**src/rtl/ysyx_25040129_mem_arb.sv**
```systemverilog
// ---------------------------------------------------------------------------
// ysyx_25040129_mem_arb
//
// Shares one single-ported AXI4-Lite slave between IFU reads, LSU reads and
// LSU writes. Only one transaction is in flight at a time, from address beat
// to response beat. IFU and LSU are granted round-robin. Inside a grant every
// channel is a combinational pass-through. In IDLE, and on every port that is
// not granted, all outputs are held at zero.
//
// Ports
//   clk, rst_n                  clock, asynchronous active-low reset
//   ifu_ar* / ifu_r*            IFU read address / read data channels
//   lsu_ar* / lsu_r*            LSU read address / read data channels
//   lsu_aw* / lsu_w* / lsu_b*   LSU write address / data / response channels
//   ar* / r*                    slave read address / read data channels
//   aw* / w* / b*               slave write address / data / response channels
// ---------------------------------------------------------------------------
module ysyx_25040129_mem_arb #(
    parameter int ADDR_W = 32,
    parameter int DATA_W = 32
) (
    input  logic                  clk,
    input  logic                  rst_n,
    // IFU read
    input  logic [ADDR_W-1:0]     ifu_araddr,
    input  logic                  ifu_arvalid,
    output logic                  ifu_arready,
    output logic [DATA_W-1:0]     ifu_rdata,
    output logic [1:0]            ifu_rresp,
    output logic                  ifu_rvalid,
    input  logic                  ifu_rready,
    // LSU read
    input  logic [ADDR_W-1:0]     lsu_araddr,
    input  logic [2:0]            lsu_arsize,
    input  logic                  lsu_arvalid,
    output logic                  lsu_arready,
    output logic [DATA_W-1:0]     lsu_rdata,
    output logic [1:0]            lsu_rresp,
    output logic                  lsu_rvalid,
    input  logic                  lsu_rready,
    // LSU write
    input  logic [ADDR_W-1:0]     lsu_awaddr,
    input  logic [2:0]            lsu_awsize,
    input  logic                  lsu_awvalid,
    output logic                  lsu_awready,
    input  logic [DATA_W-1:0]     lsu_wdata,
    input  logic [DATA_W/8-1:0]   lsu_wstrb,
    input  logic                  lsu_wvalid,
    output logic                  lsu_wready,
    output logic [1:0]            lsu_bresp,
    output logic                  lsu_bvalid,
    input  logic                  lsu_bready,
    // Slave read
    output logic [ADDR_W-1:0]     araddr,
    output logic [2:0]            arsize,
    output logic                  arvalid,
    input  logic                  arready,
    input  logic [DATA_W-1:0]     rdata,
    input  logic [1:0]            rresp,
    input  logic                  rvalid,
    output logic                  rready,
    // Slave write
    output logic [ADDR_W-1:0]     awaddr,
    output logic [2:0]            awsize,
    output logic                  awvalid,
    input  logic                  awready,
    output logic [DATA_W-1:0]     wdata,
    output logic [DATA_W/8-1:0]   wstrb,
    output logic                  wvalid,
    input  logic                  wready,
    input  logic [1:0]            bresp,
    input  logic                  bvalid,
    output logic                  bready
);

    typedef enum logic [1:0] {
        IDLE   = 2'd0,
        IFU_RD = 2'd1,
        LSU_RD = 2'd2,
        LSU_WR = 2'd3
    } state_e;

    state_e state_q, state_d;
    logic   last_lsu_q, last_lsu_d;
    logic   ar_done_q, ar_done_d;
    logic   aw_done_q, aw_done_d;
    logic   w_done_q, w_done_d;

    logic   ifu_req_s;
    logic   lsu_req_s;
    logic   grant_lsu_s;

    assign ifu_req_s   = ifu_arvalid;
    assign lsu_req_s   = lsu_awvalid | lsu_arvalid;
    // On a tie the side that was not served last wins; otherwise the lone requester.
    assign grant_lsu_s = (ifu_req_s & lsu_req_s) ? ~last_lsu_q : lsu_req_s;

    // State, round-robin pointer and per-grant done flags.
    always_ff @(posedge clk or negedge rst_n) begin
        if (!rst_n) begin
            state_q    <= IDLE;
            last_lsu_q <= 1'b1;
            ar_done_q  <= 1'b0;
            aw_done_q  <= 1'b0;
            w_done_q   <= 1'b0;
        end else begin
            state_q    <= state_d;
            last_lsu_q <= last_lsu_d;
            ar_done_q  <= ar_done_d;
            aw_done_q  <= aw_done_d;
            w_done_q   <= w_done_d;
        end
    end

    // Channel routing: only the granted master is connected to the slave.
    always_comb begin
        ifu_arready = 1'b0;
        ifu_rdata   = '0;
        ifu_rresp   = 2'b00;
        ifu_rvalid  = 1'b0;
        lsu_arready = 1'b0;
        lsu_rdata   = '0;
        lsu_rresp   = 2'b00;
        lsu_rvalid  = 1'b0;
        lsu_awready = 1'b0;
        lsu_wready  = 1'b0;
        lsu_bresp   = 2'b00;
        lsu_bvalid  = 1'b0;
        araddr      = '0;
        arsize      = 3'b000;
        arvalid     = 1'b0;
        rready      = 1'b0;
        awaddr      = '0;
        awsize      = 3'b000;
        awvalid     = 1'b0;
        wdata       = '0;
        wstrb       = '0;
        wvalid      = 1'b0;
        bready      = 1'b0;
        case (state_q)
            IFU_RD: begin
                araddr      = ifu_araddr;
                arsize      = 3'b010;
                arvalid     = ifu_arvalid & ~ar_done_q;
                ifu_arready = arready & ~ar_done_q;
                ifu_rdata   = rdata;
                ifu_rresp   = rresp;
                ifu_rvalid  = rvalid;
                rready      = ifu_rready;
            end
            LSU_RD: begin
                araddr      = lsu_araddr;
                arsize      = lsu_arsize;
                arvalid     = lsu_arvalid & ~ar_done_q;
                lsu_arready = arready & ~ar_done_q;
                lsu_rdata   = rdata;
                lsu_rresp   = rresp;
                lsu_rvalid  = rvalid;
                rready      = lsu_rready;
            end
            LSU_WR: begin
                // AW and W progress independently; each is sent once per grant.
                awaddr      = lsu_awaddr;
                awsize      = lsu_awsize;
                awvalid     = lsu_awvalid & ~aw_done_q;
                lsu_awready = awready & ~aw_done_q;
                wdata       = lsu_wdata;
                wstrb       = lsu_wstrb;
                wvalid      = lsu_wvalid & ~w_done_q;
                lsu_wready  = wready & ~w_done_q;
                lsu_bresp   = bresp;
                lsu_bvalid  = bvalid;
                bready      = lsu_bready;
            end
            default: begin
                arvalid     = 1'b0;
            end
        endcase
    end

    // Arbitration, grant exit and done-flag tracking.
    always_comb begin
        state_d    = state_q;
        last_lsu_d = last_lsu_q;
        ar_done_d  = ar_done_q | (arvalid & arready);
        aw_done_d  = aw_done_q | (awvalid & awready);
        w_done_d   = w_done_q  | (wvalid & wready);
        case (state_q)
            IDLE: begin
                if (ifu_req_s | lsu_req_s) begin
                    last_lsu_d = grant_lsu_s;
                    if (!grant_lsu_s) begin
                        state_d = IFU_RD;
                    end else if (lsu_awvalid) begin
                        state_d = LSU_WR;
                    end else begin
                        state_d = LSU_RD;
                    end
                end else begin
                    state_d = IDLE;
                end
            end
            IFU_RD, LSU_RD: begin
                if (rvalid & rready) begin
                    state_d = IDLE;
                end else begin
                    state_d = state_q;
                end
            end
            LSU_WR: begin
                if (bvalid & bready) begin
                    state_d = IDLE;
                end else begin
                    state_d = state_q;
                end
            end
            default: begin
                state_d = IDLE;
            end
        endcase
        // Fresh flags for the next grant.
        if (state_d == IDLE) begin
            ar_done_d = 1'b0;
            aw_done_d = 1'b0;
            w_done_d  = 1'b0;
        end else begin
            ar_done_d = ar_done_d;
        end
    end

endmodule

```
**config.mk**
```make
export PLATFORM = sky130hd
export DESIGN_NAME = ysyx_25040129_mem_arb
export DESIGN_NICKNAME = d
export VERILOG_FILES = /design/src/rtl/ysyx_25040129_mem_arb.sv
export SDC_FILE = /design/constraint.sdc
export NUM_CORES = 1
export LEC_CHECK = 0
export ABC_AREA = 1
export ABC_CLOCK_PERIOD_IN_PS = 3000
export BUFFER_PORTS_ARGS = -buffer_cell sky130_fd_sc_hd__buf_4
export CORE_AREA = 2 2 146 148
export DETAILED_ROUTE_END_ITERATION = 7
export DIE_AREA = 0 0 148 150
export GPL_ROUTABILITY_DRIVEN = 0
export PLACE_DENSITY_LB_ADDON = 0.05
export SETUP_SLACK_MARGIN = 0.2
export SLEW_MARGIN = 20
export SYNTH_ARGS = -nofsm -noshare
export SYNTH_HDL_FRONTEND = slang
export SYNTH_SLANG_ARGS = --single-unit
```
**constraint.sdc**
```tcl
create_clock -name clk -period 3 [get_ports clk]
set_clock_uncertainty 0.2 [all_clocks]
set_input_delay 0.6 -clock clk [delete_from_list [all_inputs] [get_ports clk]]
set_output_delay 0.6 -clock clk [all_outputs]
set_load 0.01 [all_outputs]
```
==> Word-level counts from Yosys, hierarchy flattened <==
Cells that the tools add are included.
{ "op_classes": {"n_eq_ne": 3, "muxes": 33, "bitwise": 22, "reduce_logical": 4} }
{ "op_table": {"columns": ["operator", "count"], "rows": [
  ["$mux W32", 4],
  ["$pmux W32 S2", 1],
  ["$mux W1", 15],
  ["$mux W2", 7],
  ["$and A1 B1 Y1", 13],
  ["$pmux W2 S3", 1],
  ["$pmux W3 S2", 1],
  ["$or A1 B1 Y1", 5],
  ["$eq A2 B2 Y1 const B", 2],
  ["$logic_not A2 Y1", 2],
  ["$mux W4", 1],
  ["$not A1 Y1", 4],
  ["$pmux W1 S2", 2],
  ["$mux W3", 1],
  ["$eq A2 B1 Y1 const B", 1],
  ["$reduce_and A2 Y1", 1],
  ["$reduce_or A2 Y1", 1]
]} }
{ "totals": {"register_bits": 6, "inputBits": 188, "output_inout_bits": 188, "wordCells": 67} }

==> Depth between registers and ports, before layout <==
{ "depth": {"word_depth": 8, "mapped_depth": 12, "depth_no_buf": 11} }

==> Worst setup path before layout <==
Ideal clock, no wire load.
{ "synth_timing": {"path_kind": "flip-flop to output port", "startpoint": "register state_q[1]", "endpoint": "output araddr[0]", "arrival_ns": 1.334, "t_required_ns": 2.200, "path_slack_ns": 0.866, "path_stages_with_launch": 6, "path_buffers": 1, "cell_sequence": "dfrtp_1 inv_1 ha_1 clkinv_1 clkbuf_1 a21oi_1"} }
{ "synth_between": {"elab_chain_len": 2, "elab_cells_between_ends": 3, "classes_between": "2 x eq/ne; 1 x mux"} }
{ "synth_rtl": {"columns": ["item", "line", "text"], "rows": [
  ["start, declared", "83", "state_e state_q, state_d;"],
  ["start signal, assigned", "107", "state_q <= state_d;"],
  ["$eq A2 B2 Y1 / $eq A2 B1 Y1 (equally long branches)", "140", "case (state_q)"],
  ["$pmux W32 S2 *", "140", null],
  ["end, declared", "54", "output logic [ADDR_W-1:0] araddr,"]
]} }
Mark *: on every way between the ends. The rest lies on a longest branch, timed or not.

==> Final worst setup path <==
{ "layout_timing": {"startpoint": "register state_q[0]", "endpoint": "output araddr[15]"} }
Same word-level chain as after synthesis.

==> impl_metrics.toml <==
[outcome]
status = "finished, final reports clean"

[floorplan]
dieHeight_um = 150
die_area_sq_um = 22200
ios = 376
rows = 53
fp.dieW_um = 148
start_util = 0.102
core_area_sq_um = 20700

[yosys]
ys_top_cells_by_area = "nand2_1 (40%), inv_1 (28%), a21oi_1 (8.1%)"
synth.net_count = 678
synth_top_flop_cell = "dfrtp_1"
yosysTopAreaCell = "nand2_1"
synth.top_cells.by_count = "nand2_1 (225), inv_1 (160), a21oi_1 (34)"
yosysWarnings = 0
synth.top_cell.area_share = 0.401
ys_seq_area_frac = 0.0718
synth_cell_types = 19
synth_edf_count = 0
synthesis.area_sq_um = 2110
post_synth_inst_count = 485
post-synth-top-count-cell = "nand2_1"
avgSynthCellArea_sq_um = 4.35
ys_async_sr_fraction = 1.00
ys_ff_latch = 6

[clock_tree]
cts-root-buf = "clkbuf_16"
cts_tree = "yes"
clk_pin_slew_ns = 0.04
clock_sinks = 6
clk_latency_ns = 0.23
post_cts_buffers = 0
ctsHtreeMaxLevel = 1
cts.path.max_buffers = 2
cts_buffers = 3

[routing]
vias_per_cell = 3.42
ant_nets = 0
first_pass_iters = 6
num_vias = 3816
route.detailed.drc = 0
drt_iter0_drc = 68
wl_per_cell_um = 12.5
drt_wl_total_mm = 14.0

[run]
drv_cap = 0

[layout]
syn_to_final_growth_pct = 152
final_area_sq_um = 5320
finalNonFillerCells = 1117
num-fill-cells = 2364
antenna_cells = 0
drive_above_1_share = 0.467
fin_nets = 1036

[hold_path]
holdCritPathClass = "reg -> reg"
min_from = "last_lsu_q$_DFFE_PN1P_"

[power_and_ir_drop]
leakage_nw = 3.87
ir_drop_uv = 329
power_density_nw_per_um2 = 598

[setup_path]
endpoint_kind = "primary output"
path_cells = "inv_1 -> ha_1 -> clkinvlp_4 -> buf_6 -> a21oi_1 -> buf_4"
cp_slowest_cell = "dfrtp_1"
start_kind = "register"
critPathLaunch = "state_q[0]$_DFF_PN0_"
worstPathMaxFanout = 27
cp.required_ns = 2.20
reg2reg_from = "state_q[0]$_DFF_PN0_"
crit_arrival_ns = 1.85
path_class = "reg -> out"
slowest_delay_ns = 0.38

[global_route]
antenna_found_initial = 0
grt_max_degree = 78
track_usage = 0.110
grt_pass1_vias = 3515
grt_remaining_overflow = 0
grt_pass1_wl_mm = 19.3

[sta]
setup_viol = 0
rsz0062_at_grt = "no"
max_slew_margin = 0.718
setup-tns-final_ns = 0
hold_violations = 0
post-route-period-util = 0.884
drv_slew = 0
worstMarginPinSlew_ns = 0.423
post-route-min-period_ns = 2.65
layout_setup_ws_ns = 0.349
clock.fmax_mhz = 377

[placement]
dp_hpwl_mm = 12.0
io_buffer_count = 375
place_ws_ns = 0.513
dp_cells = 1112
placed_area_sq_um = 5220
[path summary, 6_finish.rpt]
kind | depth (start not counted) | end | slack, ns
min | 2 | last_lsu_q$_DFFE_PN1P_ | 0.28
min reg2reg | 2 | last_lsu_q$_DFFE_PN1P_ | 0.28
max in group asynchronous | 2 | last_lsu_q$_DFFE_PN1P_ | 1.88
max reg2reg | 12 | aw_done_q$_DFF_PN0_ | 0.81
max | 6 | araddr[15] | 0.35
min in group asynchronous | 2 | ar_done_q$_DFF_PN0_ | 0.52
[routing by layer]
metal	global-route usage	share of wire	vias up	routed length (um)
li1	-	-	2030	-
met5	0	0	-	0
met4	0.0210	0.015	0	213
met2	0.242	0.61	168	8460
met3	0.0159	0.067	12	940
met1	0.104	0.31	1606	4350
[metrics by stage]
| stage | hold slack, ns | util | total power, W |
|---|---|---|---|
| 6_report | 0.280 | 0.257 | 0.00318 |
| 5_1_grt | 0.351 | 0.257 | 0.00350 |
| 4_1_cts | 0.283 | 0.257 | 0.00323 |
| 3_5_place_dp | 0.216 | 0.252 | 0.00299 |
| 3_3_place_gp | 0.216 | 0.252 | 0.00300 |
| 2_1_floorplan | 0.104 | - | 0.00153 |
[cell type report]
cell class / instances / area [sq um] / area share
Inverter: 161 / 608 / 0.114
Multi-Input combinational cell: 290 / 1230 / 0.231
Sequential cell: 6 / 151 / 0.0285
Clock buffer: 4 / 78.8 / 0.0148
Timing Repair Buffer: 381 / 2900 / 0.546
Tap cell: 275 / 344 / 0.0647
[where the power goes]
part,internal [W],switching (W)
combinational,0.00126,0.00155
clock,0.000176,0.0000455
sequential,0.000118,0.0000273
[placed cells by master (no fill, tap or decap), types with 2 or more instances in the layout]
cell       netlist  layout
a21oi_1         34      34
ha_2             0       2
o21ai_0          4       4
nor3b_1          2       2
nor3_1           3       3
ha_1             5       3
nand2_2          4       4
nand2_1        225     225
dfrtp_1          5       5
buf_4            2     376
o21bai_1         2       2
clkbuf_16        0       3
buf_12           0       3
inv_1          160     160
nor2_1           8       8
[logic make-up (layout without fill, tap and decap cells)]
| kind of cell | Yosys count | count (layout) | synth area share |
|---|---|---|---|
| AND/OR/NAND/NOR | 243 | 243 | 0.446 |
| buffers and inverters | 189 | 546 | 0.347 |
| adder cells (fa/ha/maj) | 5 | 5 | 0.0297 |
| AO/OA/AOI/OAI | 42 | 42 | 0.105 |
| flip-flops | 6 | 6 | 0.0718 |
[flip-flops by register name, indices dropped and copies added (netlist names)]
signal,flops
state_q,2
ar_done_q,1
aw_done_q,1
last_lsu_q,1
w_done_q,1
[critical path, delay by kind of cell (launching register included)]
family	cells	cell delay [ns]
compound gates	1	0.17
fa+ha+maj	1	0.38
buf+inv	4	0.68
flops	1	0.38
[what timing repair did]
item / 4_1_cts / 5_1_grt
gates resized for setup: 0 / 2
hold endpoints to repair: 5 / 0
hold buffers: 1 / 0
setup endpoints to repair: 0 / 21
(Power assumes the default switching activity.)
